`config.mk`:
```
export PLATFORM = sky130hd
export DESIGN_NAME = fetch_unit
export DESIGN_NICKNAME = d
export VERILOG_FILES = /design/src/rtl/rv32i_pkg.sv /design/src/rtl/fetch_fifo.sv /design/src/rtl/fetch_unit.sv
export SDC_FILE = /design/constraint.sdc
export NUM_CORES = 1
export LEC_CHECK = 0
export ABC_AREA = 1
export CORE_ASPECT_RATIO = 0.7
export CORE_MARGIN = 10
export CORE_UTILIZATION = 26
export DETAILED_ROUTE_END_ITERATION = 10
export PLACE_DENSITY = 0.5
export REMOVE_ABC_BUFFERS = 1
export SLEW_MARGIN = 10
export SYNTH_ARGS = -nofsm -noshare
export SYNTH_HDL_FRONTEND = slang
export SYNTH_SLANG_ARGS = --single-unit
```
`constraint.sdc`:
```
create_clock -name clk -period 11.1 [get_ports clk]
set_clock_uncertainty 0.15 [all_clocks]
set_input_delay 1.11 -clock clk [delete_from_list [all_inputs] [get_ports clk]]
set_output_delay 1.11 -clock clk [all_outputs]
set_load 0.02 [all_outputs]
```
`src/rtl/rv32i_pkg.sv`:
```
// Shared RV32I definitions for the fetch path: word size, NOP encoding,
// the {instr, pc} entry carried through the fetch buffers and fetch states.
package rv32i_pkg;

  localparam int XLEN = 32;
  localparam logic [XLEN-1:0] INSTR_NOP = 32'h0000_0013;

  typedef struct packed {
    logic [XLEN-1:0] instr;
    logic [XLEN-1:0] pc;
  } fetch_entry_t;

  typedef enum logic {
    ST_RUN  = 1'b0,
    ST_HALT = 1'b1
  } fetch_state_e;

  function automatic logic [XLEN-1:0] pc_next(input logic [XLEN-1:0] pc);
    return pc + XLEN'(4);
  endfunction

  function automatic logic [XLEN-1:0] word_align(input logic [XLEN-1:0] pc);
    return {pc[XLEN-1:2], 2'b00};
  endfunction

endpackage

```
`src/rtl/fetch_fifo.sv`:
```
// Small synchronous FIFO of fetch entries with flush, used both as the
// instruction buffer and as the PC-tag queue for in-flight requests.
module fetch_fifo
  import rv32i_pkg::*;
#(
  parameter int DEPTH = 2
) (
  input  logic                       clk,
  input  logic                       rst_n,
  input  logic                       i_flush,
  input  logic                       i_push,
  input  fetch_entry_t               i_push_data,
  input  logic                       i_pop,
  output fetch_entry_t               o_head,
  output logic [$clog2(DEPTH+1)-1:0] o_count,
  output logic                       o_full,
  output logic                       o_empty
);

  localparam int AW = $clog2(DEPTH);
  localparam int CW = $clog2(DEPTH + 1);

  fetch_entry_t  r_mem [DEPTH];
  logic [AW-1:0] r_wptr;
  logic [AW-1:0] r_rptr;
  logic [CW-1:0] r_count;
  logic          w_push_ok;
  logic          w_pop_ok;

  assign o_full    = (r_count == CW'(DEPTH));
  assign o_empty   = (r_count == '0);
  assign o_count   = r_count;
  assign o_head    = r_mem[r_rptr];
  assign w_pop_ok  = i_pop && !o_empty;
  assign w_push_ok = i_push && (!o_full || w_pop_ok);

  always_ff @(posedge clk) begin
    if (!rst_n || i_flush) begin
      r_wptr  <= '0;
      r_rptr  <= '0;
      r_count <= '0;
    end else begin
      if (w_push_ok) r_wptr <= r_wptr + AW'(1);
      if (w_pop_ok)  r_rptr <= r_rptr + AW'(1);
      if (w_push_ok && !w_pop_ok)      r_count <= r_count + CW'(1);
      else if (w_pop_ok && !w_push_ok) r_count <= r_count - CW'(1);
    end
  end

  // Storage needs no reset; only the pointers define what is valid.
  always_ff @(posedge clk) begin
    if (w_push_ok && !i_flush) r_mem[r_wptr] <= i_push_data;
  end

endmodule

```
`src/rtl/fetch_unit.sv`:
```
// RV32I fetch stage: PC, credit-limited imem requests, in-order response
// buffering and redirect flush. Misaligned-redirect trap under FETCH_MISALIGN_TRAP_EN.
//   state   | meaning
//   ST_RUN  | fetching, requests limited by credit and pending drops
//   ST_HALT | misaligned redirect taken, no fetch until an aligned redirect
module fetch_unit
  import rv32i_pkg::*;
#(
  parameter logic [XLEN-1:0] RESET_PC = 32'h0000_0000,
  parameter int              DEPTH    = 2
) (
  input  logic            clk,
  input  logic            rst_n,
  output logic            imem_req_valid,
  input  logic            imem_req_ready,
  output logic [XLEN-1:0] imem_req_addr,
  input  logic            imem_rsp_valid,
  input  logic [XLEN-1:0] imem_rsp_data,
  input  logic            redirect_valid,
  input  logic [XLEN-1:0] redirect_pc,
  output logic            out_valid,
  input  logic            out_ready,
  output logic [XLEN-1:0] out_instr,
  output logic [XLEN-1:0] out_pc,
  output logic            misalign_fault
);

  localparam int CW = $clog2(DEPTH + 1);

  logic [XLEN-1:0] r_pc;
  logic [CW-1:0]   r_drop_cnt;
  logic            w_run;
  logic            w_target_ok;
  logic [XLEN-1:0] w_target;
  logic [CW:0]     w_inflight;
  logic [CW:0]     w_occupancy;
  logic            w_req_fire;
  logic            w_rsp_keep;
  logic            w_pop;
  fetch_entry_t    w_buf_in;
  fetch_entry_t    w_buf_head;
  fetch_entry_t    w_tag_in;
  fetch_entry_t    w_tag_head;
  logic [CW-1:0]   w_buf_count;
  logic [CW-1:0]   w_tag_count;
  logic            w_buf_full;
  logic            w_buf_empty;
  logic            w_tag_full;
  logic            w_tag_empty;
  logic [XLEN-1:0] w_unused_tag_instr;

  // Every outstanding request is either tagged or counted as a pending drop.
  assign w_inflight  = {1'b0, w_tag_count} + {1'b0, r_drop_cnt};
  assign w_occupancy = w_inflight + {1'b0, w_buf_count};

  assign imem_req_valid = rst_n && w_run && !redirect_valid &&
                          (w_occupancy < (CW+1)'(DEPTH)) &&
                          (r_drop_cnt == '0) && !w_tag_full;
  assign imem_req_addr  = r_pc;
  assign w_req_fire     = imem_req_valid && imem_req_ready;

  assign w_pop      = out_valid && out_ready;
  assign w_rsp_keep = imem_rsp_valid && !redirect_valid && (r_drop_cnt == '0) &&
                      !w_tag_empty && (!w_buf_full || w_pop);

  assign w_tag_in           = '{instr: INSTR_NOP, pc: r_pc};
  assign w_buf_in           = '{instr: imem_rsp_data, pc: w_tag_head.pc};
  assign w_unused_tag_instr = w_tag_head.instr;

  assign out_valid = !w_buf_empty;
  assign out_instr = w_buf_empty ? INSTR_NOP : w_buf_head.instr;
  assign out_pc    = w_buf_empty ? '0 : w_buf_head.pc;

`ifdef FETCH_MISALIGN_TRAP_EN
  fetch_state_e r_state;
  logic         r_fault;

  assign w_target_ok    = (redirect_pc[1:0] == 2'b00);
  assign w_target       = redirect_pc;
  assign w_run          = (r_state == ST_RUN);
  assign misalign_fault = r_fault;

  always_ff @(posedge clk) begin
    if (!rst_n) begin
      r_state <= ST_RUN;
      r_fault <= 1'b0;
    end else if (redirect_valid) begin
      if (w_target_ok) begin
        r_state <= ST_RUN;
        r_fault <= 1'b0;
      end else begin
        r_state <= ST_HALT;
        r_fault <= 1'b1;
      end
    end
  end
`else
  logic [1:0] w_unused_pc_lsb;

  assign w_unused_pc_lsb = redirect_pc[1:0];
  assign w_target_ok     = 1'b1;
  assign w_target        = word_align(redirect_pc);
  assign w_run           = 1'b1;
  assign misalign_fault  = 1'b0;
`endif

  always_ff @(posedge clk) begin
    if (!rst_n) begin
      r_pc       <= RESET_PC;
      r_drop_cnt <= '0;
    end else if (redirect_valid) begin
      // A response landing in the redirect cycle is discarded right away.
      if (imem_rsp_valid && (w_inflight != '0))
        r_drop_cnt <= CW'(w_inflight - (CW+1)'(1));
      else
        r_drop_cnt <= CW'(w_inflight);
      if (w_target_ok) r_pc <= w_target;
    end else begin
      if (w_req_fire) r_pc <= pc_next(r_pc);
      if (imem_rsp_valid && (r_drop_cnt != '0)) r_drop_cnt <= r_drop_cnt - CW'(1);
    end
  end

  fetch_fifo #(.DEPTH(DEPTH)) u_instr_buf (
    .clk         (clk),
    .rst_n       (rst_n),
    .i_flush     (redirect_valid),
    .i_push      (w_rsp_keep),
    .i_push_data (w_buf_in),
    .i_pop       (w_pop),
    .o_head      (w_buf_head),
    .o_count     (w_buf_count),
    .o_full      (w_buf_full),
    .o_empty     (w_buf_empty)
  );

  fetch_fifo #(.DEPTH(DEPTH)) u_tag_q (
    .clk         (clk),
    .rst_n       (rst_n),
    .i_flush     (redirect_valid),
    .i_push      (w_req_fire),
    .i_push_data (w_tag_in),
    .i_pop       (w_rsp_keep),
    .o_head      (w_tag_head),
    .o_count     (w_tag_count),
    .o_full      (w_tag_full),
    .o_empty     (w_tag_empty)
  );

endmodule

```
# ---- Word level (Yosys, flattened, before mapping)
# Memories as Yosys holds them, arrays and structs flattened. A register that Yosys moved wholly into a read port is not among the register bits.
# Cells that the tools add are included.
dict set report totals {
  reg_bits 42
  ram_bits 192
  out_inout_bits 99
  elab_cells 93
  n_memories 2
}
# name words width read_ports rd_ports_with_merged_regs write_ports line_no
set memory_table {}
lappend memory_table {u_instr_buf.r_mem 2 64 1 1 1 fetch_fifo.sv:23} ;# fetch_entry_t r_mem [DEPTH];
lappend memory_table {u_tag_q.r_mem 2 32 1 1 1 fetch_fifo.sv:23}
dict set report op_classes {
  addsub 13
  n_lt_le_gt_ge 1
  n_eq_ne 2
  muxes 19
  n_bitwise 1
  n_reduce_logical 46
}
# operator n
set ops {}
lappend ops {{two-way mux 32 bit} 4}
lappend ops {{adder 32 x 3 -> 32 bit, second input constant} 1}
lappend ops {{logical AND 1 bit} 22}
lappend ops {{two-way mux 2 bit} 7}
lappend ops {{logical NOT 1 bit} 10}
lappend ops {{nonzero test 2 bit} 5}
lappend ops {{two-way mux 1 bit} 8}
lappend ops {{subtractor 2 x 1 -> 2 bit, second input constant} 4}
lappend ops {{logical NOT 2 bit} 3}
lappend ops {{adder 1 bit, second input constant} 4}
lappend ops {{adder 2 x 1 -> 2 bit, second input constant} 2}
lappend ops {{== test 2 bit, second input constant} 2}
lappend ops {{logical OR 1 bit} 4}
lappend ops {{adder 2 x 2 -> 3 bit} 1}
lappend ops {{adder 3 x 2 -> 3 bit} 1}
lappend ops {{less-than comparator 3 x 2 -> 1 bit, second input constant} 1}
lappend ops {{nonzero test 3 bit} 1}
lappend ops {{OR reduction 2 bit} 1}
lappend ops {{NOT 1 bit} 1}

# ---- Logic depth before layout (Yosys ltp)
# Gate-level depths: netlist of the first run.
dict set report logic_depth {
  word_depth 12
  mapped_depth 16
  ltp_nobuf 15
}

# ---- Modules after synthesis
# A second synthesis of the first run with hierarchy kept.
dict set report hier_totals {
  hier_cells 1034
  hier_area_um2 13344.0
}
# mod instances cells_per_inst area_each_um2 seq_area_each_um2
set modules_own_cells {}
lappend modules_own_cells {fetch_fifo 2 240 5180.0 3943.8}
lappend modules_own_cells {fetch_unit 1 554 2984.1 640.6}

# ---- Worst setup path after synthesis of the first run
# No wires, ideal clock.
dict set report synth_path {
  kind {input-to-reg}
  startpoint {in out_ready}
  endpoint {mem u_instr_buf.r_mem[0][10] in the netlist's numbering (enable)}
  setup_time_ns 0.482
  arrival_ns 4.216
  t_required_ns 10.468
  slack_ns 6.252
  stages 6
  path_buffers 0
  cell_sequence {inv_1 > nand3_1 > nand4_1 > nor2_1 > inv_1 > nor2_1}
}
dict set report synth_via {
  elab_chain_cells 7
}
# element line_no
set synth_rtl {}
lappend synth_rtl {{start: declaration} fetch_unit.sv:22} ;# input logic out_ready,
lappend synth_rtl {{logical AND 1 bit *} fetch_unit.sv:62} ;# assign w_pop = out_valid && out_ready;
lappend synth_rtl {{logical OR 1 bit or logical AND 1 bit (tied branches)} {fetch_unit.sv:64, fetch_fifo.sv:34}}
lappend synth_rtl {{logical AND 1 bit or logical OR 1 bit (tied branches)} {fetch_unit.sv:64, fetch_fifo.sv:35}}
lappend synth_rtl {{logical AND 1 bit *} fetch_fifo.sv:35} ;# assign w_push_ok = i_push && (!o_full || w_pop_ok);
lappend synth_rtl {{via u_instr_buf.w_push_ok} fetch_fifo.sv:27} ;# logic w_push_ok;
lappend synth_rtl {{logical AND 1 bit *} fetch_fifo.sv:52} ;# if (w_push_ok && !i_flush) r_mem[r_wptr] <= i_push_data;
lappend synth_rtl {{two-way mux 1 bit *} fetch_fifo.sv:52}
lappend synth_rtl {{two-way mux 1 bit (implied by the code) *} fetch_fifo.sv:52}
lappend synth_rtl {{end: declaration} fetch_fifo.sv:23}
# The timed path passes the listed nets; every way through them passes the cells marked *.

# ---- Worst setup path in the final report of the first run
dict set report layout_path {
  startpoint {in rst_n}
  endpoint {out imem_req_valid}
}
dict set report layout_via {
  elab_chain_cells 4
}
# element line_no
set layout_rtl {}
lappend layout_rtl {{start: declaration} fetch_unit.sv:13} ;# input logic rst_n,
lappend layout_rtl {{logical AND 1 bit (2 in series)} fetch_unit.sv:56} ;# assign imem_req_valid = rst_n && w_run && !redirect_valid &&
lappend layout_rtl {{logical AND 1 bit} fetch_unit.sv:57} ;# (w_occupancy < (CW+1)'(DEPTH)) &&
lappend layout_rtl {{logical AND 1 bit} fetch_unit.sv:58} ;# (r_drop_cnt == '0) && !w_tag_full;
lappend layout_rtl {{end: declaration} fetch_unit.sv:14} ;# output logic imem_req_valid,
# No other way between the ends.

==> metrics.md, run 1 <==
| Metric | Value |
|---|---|
| Area enclosed by the die boundary | 0.0457 mm^2 |
| Final setup TNS | 0 ns |
| Chip Width | 251 um |
| Number of filler cells placed in the layout | 3786 |
| Port buffer count | 161 |
| TritonCTS clock tree | done |
| Area inside the core boundary | 0.0371 mm^2 |
| Via count | 6978 |
| CTS H-tree depth | 1 |
| Largest net degree at the start of global routing | 64 |
| Highest achievable clock rate | about 230 MHz |
| Cts-stage hold buffer count | 0 |
| Pre-antenna DRT Iters | 8 |
| Share of flip-flops with an asynchronous set or reset | 0 |
| Primary FF master, synth | sky130_fd_sc_hd__edfxtp_1 |
| DP Wirelength | approximately 18000 um |
| Detailed route wirelength on metal2 | 12500 um |
| Post-layout util | 0.343 |
| Tcrit/Tclk final | 0.398 |
| Setup Fix Bufs, Post-CTS | 0 |
| Setup crit start kind | input pin |
| Layout area overhead | 30.4% |
| Violation count after the first detailed-routing iteration | 466 |
| Max clock buf depth | 3 |
| Hold Fails Final Rpt | 0 |
| Pwr dens | approximately 150 mW/mm^2 |
| Count of final max-slew check failures | 0 |
| Die boundary height | 182 um |
| Reg clk slew, reported paths | 0.06 ns |
| Setup repair after global routing missed its margin | no |
| Most frequently used cell type in the post-synthesis netlist | sky130_fd_sc_hd__nand2_1 |
| Length of routed met3 wiring | around 1500 um |
| Area share of the largest cell type after synthesis | 0.568 |
| DR vias/cell | 4.36 |
| Highest signal layer in the routed design | met4 |
| Leading cell types by count after synthesis | sky130_fd_sc_hd__nand2_1 (299), sky130_fd_sc_hd__edfxtp_1 (184), sky130_fd_sc_hd__a21oi_1 (95) |
| Crit Path Class | in -> out |
| Fraction of layout cells with a size suffix above 1 | 0.0845 |
| Post-synthesis sequential area ratio | 0.654 |
| Max transition margin | 0.318 |
| Number of antenna violations at the first check in global routing | 0 |
| Endpoint type of the worst setup path | primary output |
| Status | completed |
| Number of core rows | 59 |
| IO Count | 169 |
| Met1 routed wirelength after detailed routing | 13500 um |
| Number of clock sinks seen by CTS | 226 |
| Clock latency on the worst-skew pair | approximately 0.54 ns |
| Number of buffers inserted during clock tree synthesis | 26 |
| Setup violators final | 0 |
| Starting utilization of the core area | 0.263 |
| Number of warnings issued by yosys | 0 |
| Antenna diode count | 0 |
| Synth top area cells | sky130_fd_sc_hd__edfxtp_1 (57%), sky130_fd_sc_hd__nand2_1 (12%), sky130_fd_sc_hd__dfxtp_1 (8.6%) |
| Master cell of the clock root buffer | sky130_fd_sc_hd__clkbuf_16 |
| Post-synthesis cell type count | 34 |
| Grt total ovfl | 0 |
| Number of synthesized register bits | about 230 |
| Gate Count Post-Synth | 931 |
| WL final | roughly 28000 um |
| Standby leakage power | 4.41 nW |
| Highest ir drop seen on vdd | 0.000107 V |
| Type of the most critical hold path | reg -> reg |
| Critical path data required time | just under 10 ns |
| Number of nets still failing antenna checks after routing | 0 |
| Syn_area_per_cell | 10.5 um^2 |
| Residual DRC count | 0 |
| Final GP Congestion | about 0.8 |
| GR Util All Layers | 0.120 |
| Largest area contributor in the synthesized netlist | sky130_fd_sc_hd__edfxtp_1 |
| DR WL/cell | 17.4 um |
| Number of global-route vias before repair | around 7000 |
| First-pass GRT wire length | 42400 um |
| Number of enable flip-flop cells after synthesis | approximately 180 |
| Worst Tran Pin Value | slightly above 1 ns |
| Maximum fanout along the worst path | 26 |
| CP arrival | about 3.2 ns |
| Period minus WS final | 4.42 ns |
| Number of nets in the layout | 1171 |
| Netlist area before placement | 0.00973 mm^2 |
| Total of cells resized after clock tree synthesis | 0 |
| Maxcap violations | 0 |
[kinds of logic after synthesis]
| kind of cell | synth area share |
|---|---|
| and+or+nand+nor | 0.181 |
| AOI/OAI and AO/OA | 0.0617 |
| DFF | 0.654 |
| xor gates and xnor gates | 0.00900 |
| adders and majority gates | 0.0118 |
| other | 0.000385 |
| buffers and inverters | 0.0472 |
| muxes | 0.0347 |
[flip-flops by register name (all words and copies together) (netlist names), named ones only]
signal               flops
u_instr_buf.r_rptr       1
u_tag_q.r_mem           60
u_tag_q.o_count          2
u_instr_buf.o_count      2
u_instr_buf.r_wptr       1
imem_req_addr           30
u_tag_q.r_rptr           1
u_tag_q.r_wptr           1
u_instr_buf.r_mem      124
r_drop_cnt               2
[worst max-delay path, stage by stage]
cell	delay (ns)
sky130_fd_sc_hd__clkdlybuf4s50_1	0.75
sky130_fd_sc_hd__inv_4	0.26
sky130_fd_sc_hd__nor2_8	0.21
sky130_fd_sc_hd__nand3_1	0.09
sky130_fd_sc_hd__nor2_1	0.10
sky130_fd_sc_hd__clkdlybuf4s50_1	0.62
[cells in the final DEF, fill, tap and decap left out, types with 6 or more instances in the layout]
| master | count |
|---|---|
| sky130_fd_sc_hd__mux2_2 | 30 |
| sky130_fd_sc_hd__clkbuf_16 | 27 |
| sky130_fd_sc_hd__xor2_1 | 6 |
| sky130_fd_sc_hd__clkdlybuf4s50_1 | 161 |
| sky130_fd_sc_hd__inv_1 | 59 |
| sky130_fd_sc_hd__dfxtp_1 | 41 |
| sky130_fd_sc_hd__nand3b_1 | 6 |
| sky130_fd_sc_hd__clkbuf_1 | 12 |
| sky130_fd_sc_hd__o21ai_0 | 18 |
| sky130_fd_sc_hd__edfxtp_1 | 184 |
| sky130_fd_sc_hd__nor2_1 | 61 |
| sky130_fd_sc_hd__a21oi_1 | 95 |
| sky130_fd_sc_hd__nand3_1 | 50 |
| sky130_fd_sc_hd__nand2_1 | 299 |
| sky130_fd_sc_hd__ha_1 | 6 |
| sky130_fd_sc_hd__buf_4 | 10 |
[cell type report]
type                       count  area (um^2)  area share
multi-input combinational    603         2950       0.232
timing repair buffer         171         1690       0.133
sequential                   226         6370       0.502
clock inverter                 5         58.8     0.00463
clock buffer                  43          776      0.0611
tap                          488          611      0.0481
inverter                      65          248      0.0195
[path summary, 6_finish.rpt]
check                              end  slack, ns                from  cells after the start
setup / recovery        imem_req_valid       6.68               rst_n                      6
hold / removal               flip-flop       0.29  u_instr_buf.r_rptr                      1
setup reg to reg  u_tag_q.r_mem[0][14]       6.99       r_drop_cnt[0]                     12
hold reg to reg              flip-flop       0.29  u_instr_buf.r_rptr                      1
[metal layers]
layer  track usage  vias to the layer above
met5             0                        -
met4        0.0227                        0
met3        0.0295                       31
met2         0.189                      153
met1         0.165                     3333
li1              -                     3461
[report_power, final]
group	internal (mW)	switching [mW]
sequential	0.930	0.0188
clock	0.499	0.339
combinational	0.0576	0.0683
[per-stage QoR]
stage,std cells,power (mW),hold slack (ns),cell area (um^2),setup WS (ns)
2_1_floorplan,894,1.02,0.275,9540,6.25
3_3_place_gp,1553,1.09,0.282,11900,6.21
3_5_place_dp,1553,1.09,0.280,11900,6.15
4_1_cts,1601,1.94,0.291,12700,6.68
5_1_grt,1601,1.99,0.326,12700,6.49
6_report,1601,1.91,0.293,12700,6.68
Note: power is estimated with default switching activity, not from simulation.
==> inputs of run 2 (changes only) <==
- PLACE_DENSITY: 0.5 -> 0.52
- clock period: 11.1 -> 3.7 ns (I/O delays scaled with it)
==> run 2 against run 1 <==
Effect of this change: sequential share of layout area shrank 0.34 points; final cell count increased by 0.50%; combinational power rose to 3.0 times the previous value; worst setup slack got worse by 6.5 ns; via count is 0.59% higher; register-to-register slack worse by 6.4 ns; largest cell class unchanged; largest power group unchanged; highest routed layer is now met5.
==> metrics.md, run 2 (synthesized netlist as in run 1, its figures left out) <==
| Metric | Value |
|---|---|
| Status | completed |
| DR WL/cell | 17.3 um |
| WL final | 27800 um |
| Cts-stage hold buffer count | 0 |
| Fraction of layout cells with a size suffix above 1 | 0.0928 |
| Max transition margin | 0.456 |
| Master cell of the clock root buffer | sky130_fd_sc_hd__clkbuf_16 |
| Layout area overhead | 31.3% |
| Clock latency on the worst-skew pair | 0.55 ns |
| Post-layout util | 0.345 |
| Residual DRC count | 0 |
| Total of cells resized after clock tree synthesis | 0 |
| Setup repair after global routing missed its margin | no |
| Number of clock sinks seen by CTS | between 200 and 250 |
| Period minus WS final | 3.56 ns |
| Total internal power | roughly 4.3 mW |
| Number of buffers and inverters on the critical path | 1 |
| Register containing the most flip-flops in the final layout | u_instr_buf.r_mem |
| TritonCTS clock tree | done |
| Chip Width | 251 um |
| Number of antenna violations at the first check in global routing | 1 |
| Reg clk slew, reported paths | ~0.06 ns |
| Endpoint type of the worst setup path | primary output |
| Highest-count cells in the layout ignoring fill and taps | sky130_fd_sc_hd__nand2_1 (299), sky130_fd_sc_hd__edfxtp_1 (184), sky130_fd_sc_hd__clkdlybuf4s50_1 (161) |
| Crit Path Class | reg -> out |
| Grt total ovfl | 0 |
| Switching portion of total power | 0.228 |
| Worst Tran Pin Value | 0.815 ns |
| Setup crit start kind | flip-flop |
| Most frequent CP cell | sky130_fd_sc_hd__fa_1 |
| Maximum fanout along the worst path | 3 |
| Pwr dens | 440 mW/mm^2 |
| DP Wirelength | 19000 um |
| Setup violators final | 0 |
| Standby leakage power | between 4 and 5 nW |
| Highest ir drop seen on vdd | about 0.00031 V |
| Number of flip-flops in the largest register | between 100 and 150 |
| Antenna diode count | 0 |
| Count of final max-slew check failures | 0 |
| Highest achievable clock rate | 281 MHz |
| Largest net degree at the start of global routing | between 40 and 50 |
| Number of nets still failing antenna checks after routing | 0 |
| Via count | 7019 |
| Starting utilization of the core area | 0.263 |
| Type of the most critical hold path | in -> reg |
| Die boundary height | 182 um |
| Number of buffers inserted during clock tree synthesis | 25 |
| Hold Fails Final Rpt | 0 |
| DR vias/cell | 4.36 |
| Port buffer count | 161 |
| Area enclosed by the die boundary | 0.0457 mm^2 |
| CP arrival | 3.04 ns |
| Number of cells in the finished layout apart from fillers | 1609 |
| Maxcap violations | 0 |
| Final GP Congestion | roughly 0.82 |
| Setup Fix Bufs, Post-CTS | 0 |
| Number of filler cells placed in the layout | 3723 |
| Max clock buf depth | 3 |
| Area inside the core boundary | ~0.037 mm^2 |
| Critical path data required time | 3.18 ns |
| Number of core rows | slightly below 60 |
| Number of nets in the layout | 1180 |
| Most common library cell in the layout ignoring fill and taps | sky130_fd_sc_hd__nand2_1 |
| Clock share of power | 0.425 |
| Top delay family on crit path | adder cells |
| Maximum cell stage delay along the critical path | 0.63 ns |
| GR Util All Layers | 0.118 |
| Combinational power share | 0.067 |
| First-pass GRT wire length | 41800 um |
| Switching power summed over all nets | 1.28 mW |
| Flop pwr share | 0.507 |
| Number of global-route vias before repair | 6672 |
| Post-layout total power | 5.62 mW |
| IO Count | 169 |
| Tcrit/Tclk final | 0.962 |
| Violation count after the first detailed-routing iteration | 480 |
| Cell count after placement | 1563 |
| Slowest cell on the critical path | sky130_fd_sc_hd__clkdlybuf4s50_1 |
| CTS H-tree depth | 1 |
| Cell Chain, Critical Path | ha_1 -> fa_1 -> fa_1 -> nand3b_1 -> nor2_1 -> clkdlybuf4s50_1 |
| Pre-antenna DRT Iters | 6 |
==> run 2: final timing paths <==
check	from	end	slack, ns	cells past startpoint
setup reg to reg	r_drop_cnt[0]	imem_req_addr[8]	0.62	13
hold / removal	imem_rsp_data[10]	u_instr_buf.r_mem[0][42]	0.25	1
setup / recovery	r_drop_cnt[0]	imem_req_valid	0.14	6
hold reg to reg	u_instr_buf.r_rptr	u_instr_buf.r_rptr	0.30	1
==> run 2: routing by layer <==
metal | up-vias | share of wire | GRT usage
met5 | - | 0.00047 | 0
met2 | 161 | 0.45 | 0.186
met1 | 3335 | 0.47 | 0.158
met4 | 2 | 0.020 | 0.0259
met3 | 35 | 0.064 | 0.0345
li1 | 3486 | - | -
==> run 2: area by class of cell <==
class / count / area, um^2 / share of cell area
clock buffers: 35 / 683 / 0.0535
multi-input cells: 603 / 2950 / 0.231
clock inverters: 11 / 100 / 0.00783
repair buffers: 181 / 1820 / 0.143
inverters: 65 / 248 / 0.0194
well taps: 488 / 611 / 0.0478
flip-flops and latches: 226 / 6370 / 0.498
==> run 2: power groups by stage <==
| stage | Combinational, mW | Clock [mW] | Sequential [mW] |
|---|---|---|---|
| final | 0.379 | 2.39 | 2.85 |
| after global routing | 0.419 | 2.57 | 2.86 |
| after CTS | 0.385 | 2.48 | 2.85 |
| after detailed placement | 0.383 | 0 | 2.90 |
| after global placement | 0.381 | 0 | 2.90 |
| after floorplan | 0.156 | 0 | 2.91 |
==> run 2: through the flow <==
stage	setup WS [ns]	hold WS, ns	cell area (um^2)	setup TNS, ns
floorplan	-0.515	0.275	9540	-39.83
global placement	0.647	0.285	12000	0
detailed placement	0.654	0.298	12000	0
CTS	0.105	0.211	12800	0
global route	0.0258	0.225	12800	0
finish	0.140	0.251	12800	0
==> run 2: worst register-to-register path: cells and delay by family (launching register included) <==
| family | cells | cell delay, ns |
|---|---|---|
| buf+inv | 3 | 0.64 |
| simple gates | 6 | 0.60 |
| fa+ha+maj | 3 | 1.16 |
| compound gates | 1 | 0.14 |
| flops | 1 | 0.33 |
==> inputs of run 3 (changes only) <==
- CORE_UTILIZATION: 26 -> 48
- PLACE_DENSITY: 0.52 -> 0.81
- TNS_END_PERCENT: not set -> 50
==> run 3 against run 2 <==
Effect of this change: sequential share of layout area up 1.7 points; flip-flop and latch count unchanged; fmax up 2.1%; hold slack better by 0.040 ns; largest power group unchanged.
==> metrics.md, run 3 (synthesized netlist as in run 1, its figures left out) <==
| Metric | Value |
|---|---|
| Layout area overhead | 27.1% |
| Endpoint type of the worst setup path | primary output |
| Worst Slack Setup Final | 0.215 ns |
| Number of core rows | 43 |
| Number of filler cells placed in the layout | 1564 |
| WL final | 24200 um |
| DR vias/cell | 5.20 |
| CP arrival | 2.97 ns |
| Setup crit start kind | flip-flop |
| Met2 GRT Util | 0.271 |
| Port buffer count | between 150 and 200 |
| Maximum fanout along the worst path | 3 |
| Most common library cell in the layout ignoring fill and taps | sky130_fd_sc_hd__nand2_1 |
| Period minus WS final | 3.49 ns |
| TritonCTS clock tree | done |
| Met3 global-route usage | 0.0384 |
| Number of cells in the finished layout apart from fillers | 1381 |
| Residual DRC count | 0 |
| Placement-stage worst setup slack | between 0.5 and 0.6 ns |
| Starting utilization of the core area | 0.490 |
| Hold Path Stages | 1 |
| Tcrit/Tclk final | 0.942 |
| Number of global-route vias before repair | 6817 |
| Register containing the most flip-flops in the final layout | u_instr_buf.r_mem |
| DP Wirelength | 16300 um |
| Highest-count cells in the layout ignoring fill and taps | sky130_fd_sc_hd__nand2_1 (299), sky130_fd_sc_hd__edfxtp_1 (184), sky130_fd_sc_hd__clkdlybuf4s50_1 (161) |
| Chip Width | 190 um |
| DR WL/cell | 17.5 um |
| Largest net degree at the start of global routing | 50 |
| Highest achievable clock rate | 287 MHz |
| Setup Fix Bufs, Post-CTS | 0 |
| Number of buffers inserted during clock tree synthesis | 22 |
| Final setup TNS | 0 ns |
| Max clock buf depth | 3 |
| Clock latency on the worst-skew pair | approximately 0.5 ns |
| Area inside the core boundary | just under 0.02 mm^2 |
| Most Crowded Layer GR | met2 |
| Number of antenna violations at the first check in global routing | 0 |
| Reg clk slew, reported paths | 0.07 ns |
| Worst reg2reg path depth | 14 |
| GR Util All Layers | 0.175 |
| Number of nets in the layout | 1173 |
| Setup violators final | 0 |
| CTS H-tree depth | 1 |
| Met1 capacity usage during global routing | 0.248 |
| Area enclosed by the die boundary | 0.0265 mm^2 |
| Die boundary height | 139 um |
| Grt total ovfl | 0 |
| Total of cells resized after clock tree synthesis | 0 |
| Standby leakage power | 4.39 nW |
| Maxcap violations | 0 |
| Master cell of the clock root buffer | sky130_fd_sc_hd__clkbuf_16 |
| IO Count | 169 |
| Number of nets still failing antenna checks after routing | 0 |
| Setup repair after global routing missed its margin | no |
| Fraction of layout cells with a size suffix above 1 | 0.0882 |
| Highest ir drop seen on vdd | 0.000264 V |
| Number of flip-flops in the largest register | 124 |
| Number of clock sinks seen by CTS | 226 |
| First-pass GRT wire length | 37300 um |
| Crit Path Class | reg -> out |
| Type of the most critical hold path | in -> reg |
| Final GP Congestion | 0.913 |
| Status | completed |
| Critical path data required time | 3.18 ns |
| Hold Fails Final Rpt | 0 |
| Worst Tran Pin Value | about 0.7 ns |
| Pwr dens | 439 mW/mm^2 |
| Pre-antenna DRT Iters | 7 |
| Max transition margin | 0.533 |
| Via count | 7181 |
| Antenna diode count | 0 |
| Count of final max-slew check failures | 0 |
| Violation count after the first detailed-routing iteration | roughly 610 |
| Cts-stage hold buffer count | 0 |
| Cell count after placement | 1341 |
run 3: cell types whose count changed in the layout (fill, tap and decap cells not counted), sizes merged:
| cell | previous run | this run |
|---|---|---|
| clkbuf | 35 | 27 |
| buf | 20 | 16 |
| clkinv | 9 | 6 |
| clkinvlp | 0 | 3 |
| bufinv | 1 | 2 |
| inv | 66 | 67 |
run 3: layer usage:
layer  routed length, um  vias up
li1                    -     3467
met4                 400        0
met2               10800      311
met5                   0        -
met1               10800     3369
met3                2210       34
run 3: worst paths after layout:
check / start / to / slack, ns
worst max-delay path: r_drop_cnt[0] / imem_req_valid / 0.21
worst max register to register: r_drop_cnt[0] / u_tag_q.o_count[1] / 0.49
worst min-delay path: imem_rsp_data[7] / u_instr_buf.r_mem[1][39] / 0.29
worst min register to register: u_instr_buf.r_rptr / u_instr_buf.r_rptr / 0.31
run 3: cell type report:
type	count	area, um^2	share of cell area
Timing Repair Buffer	177	1760	0.142
Clock buffer	27	579	0.0468
Multi-Input combinational cell	603	2940	0.238
Clock inverter	13	139	0.0112
Tap cell	270	338	0.0273
Inverter	65	246	0.0199
Sequential cell	226	6370	0.515
run 3: through the flow:
stage	hold WS (ns)	power, mW	utilization	area, um^2
floorplan	0.275	3.06	-	9540
global placement	0.285	3.26	0.587	11600
detailed placement	0.288	3.27	0.587	11600
CTS	0.274	5.47	0.623	12400
global route	0.287	5.61	0.623	12400
finish	0.291	5.43	0.623	12400
run 3: report_power, final:
part	internal, mW	switching (mW)	leakage (nW)	total (mW)
clock network	1.27	0.940	0.343	2.21
registers	2.79	0.0571	1.99	2.85
logic	0.176	0.198	2.06	0.374
total	4.23	1.20	4.39	5.43
run 3: worst max-delay path, stage by stage, from the launching register on:
cell	delay (ns)
sky130_fd_sc_hd__dfxtp_1	0.33
sky130_fd_sc_hd__ha_1	0.21
sky130_fd_sc_hd__fa_1	0.57
sky130_fd_sc_hd__fa_1	0.45
sky130_fd_sc_hd__nand3b_1	0.18
sky130_fd_sc_hd__nor2_1	0.12
sky130_fd_sc_hd__clkdlybuf4s50_1	0.61
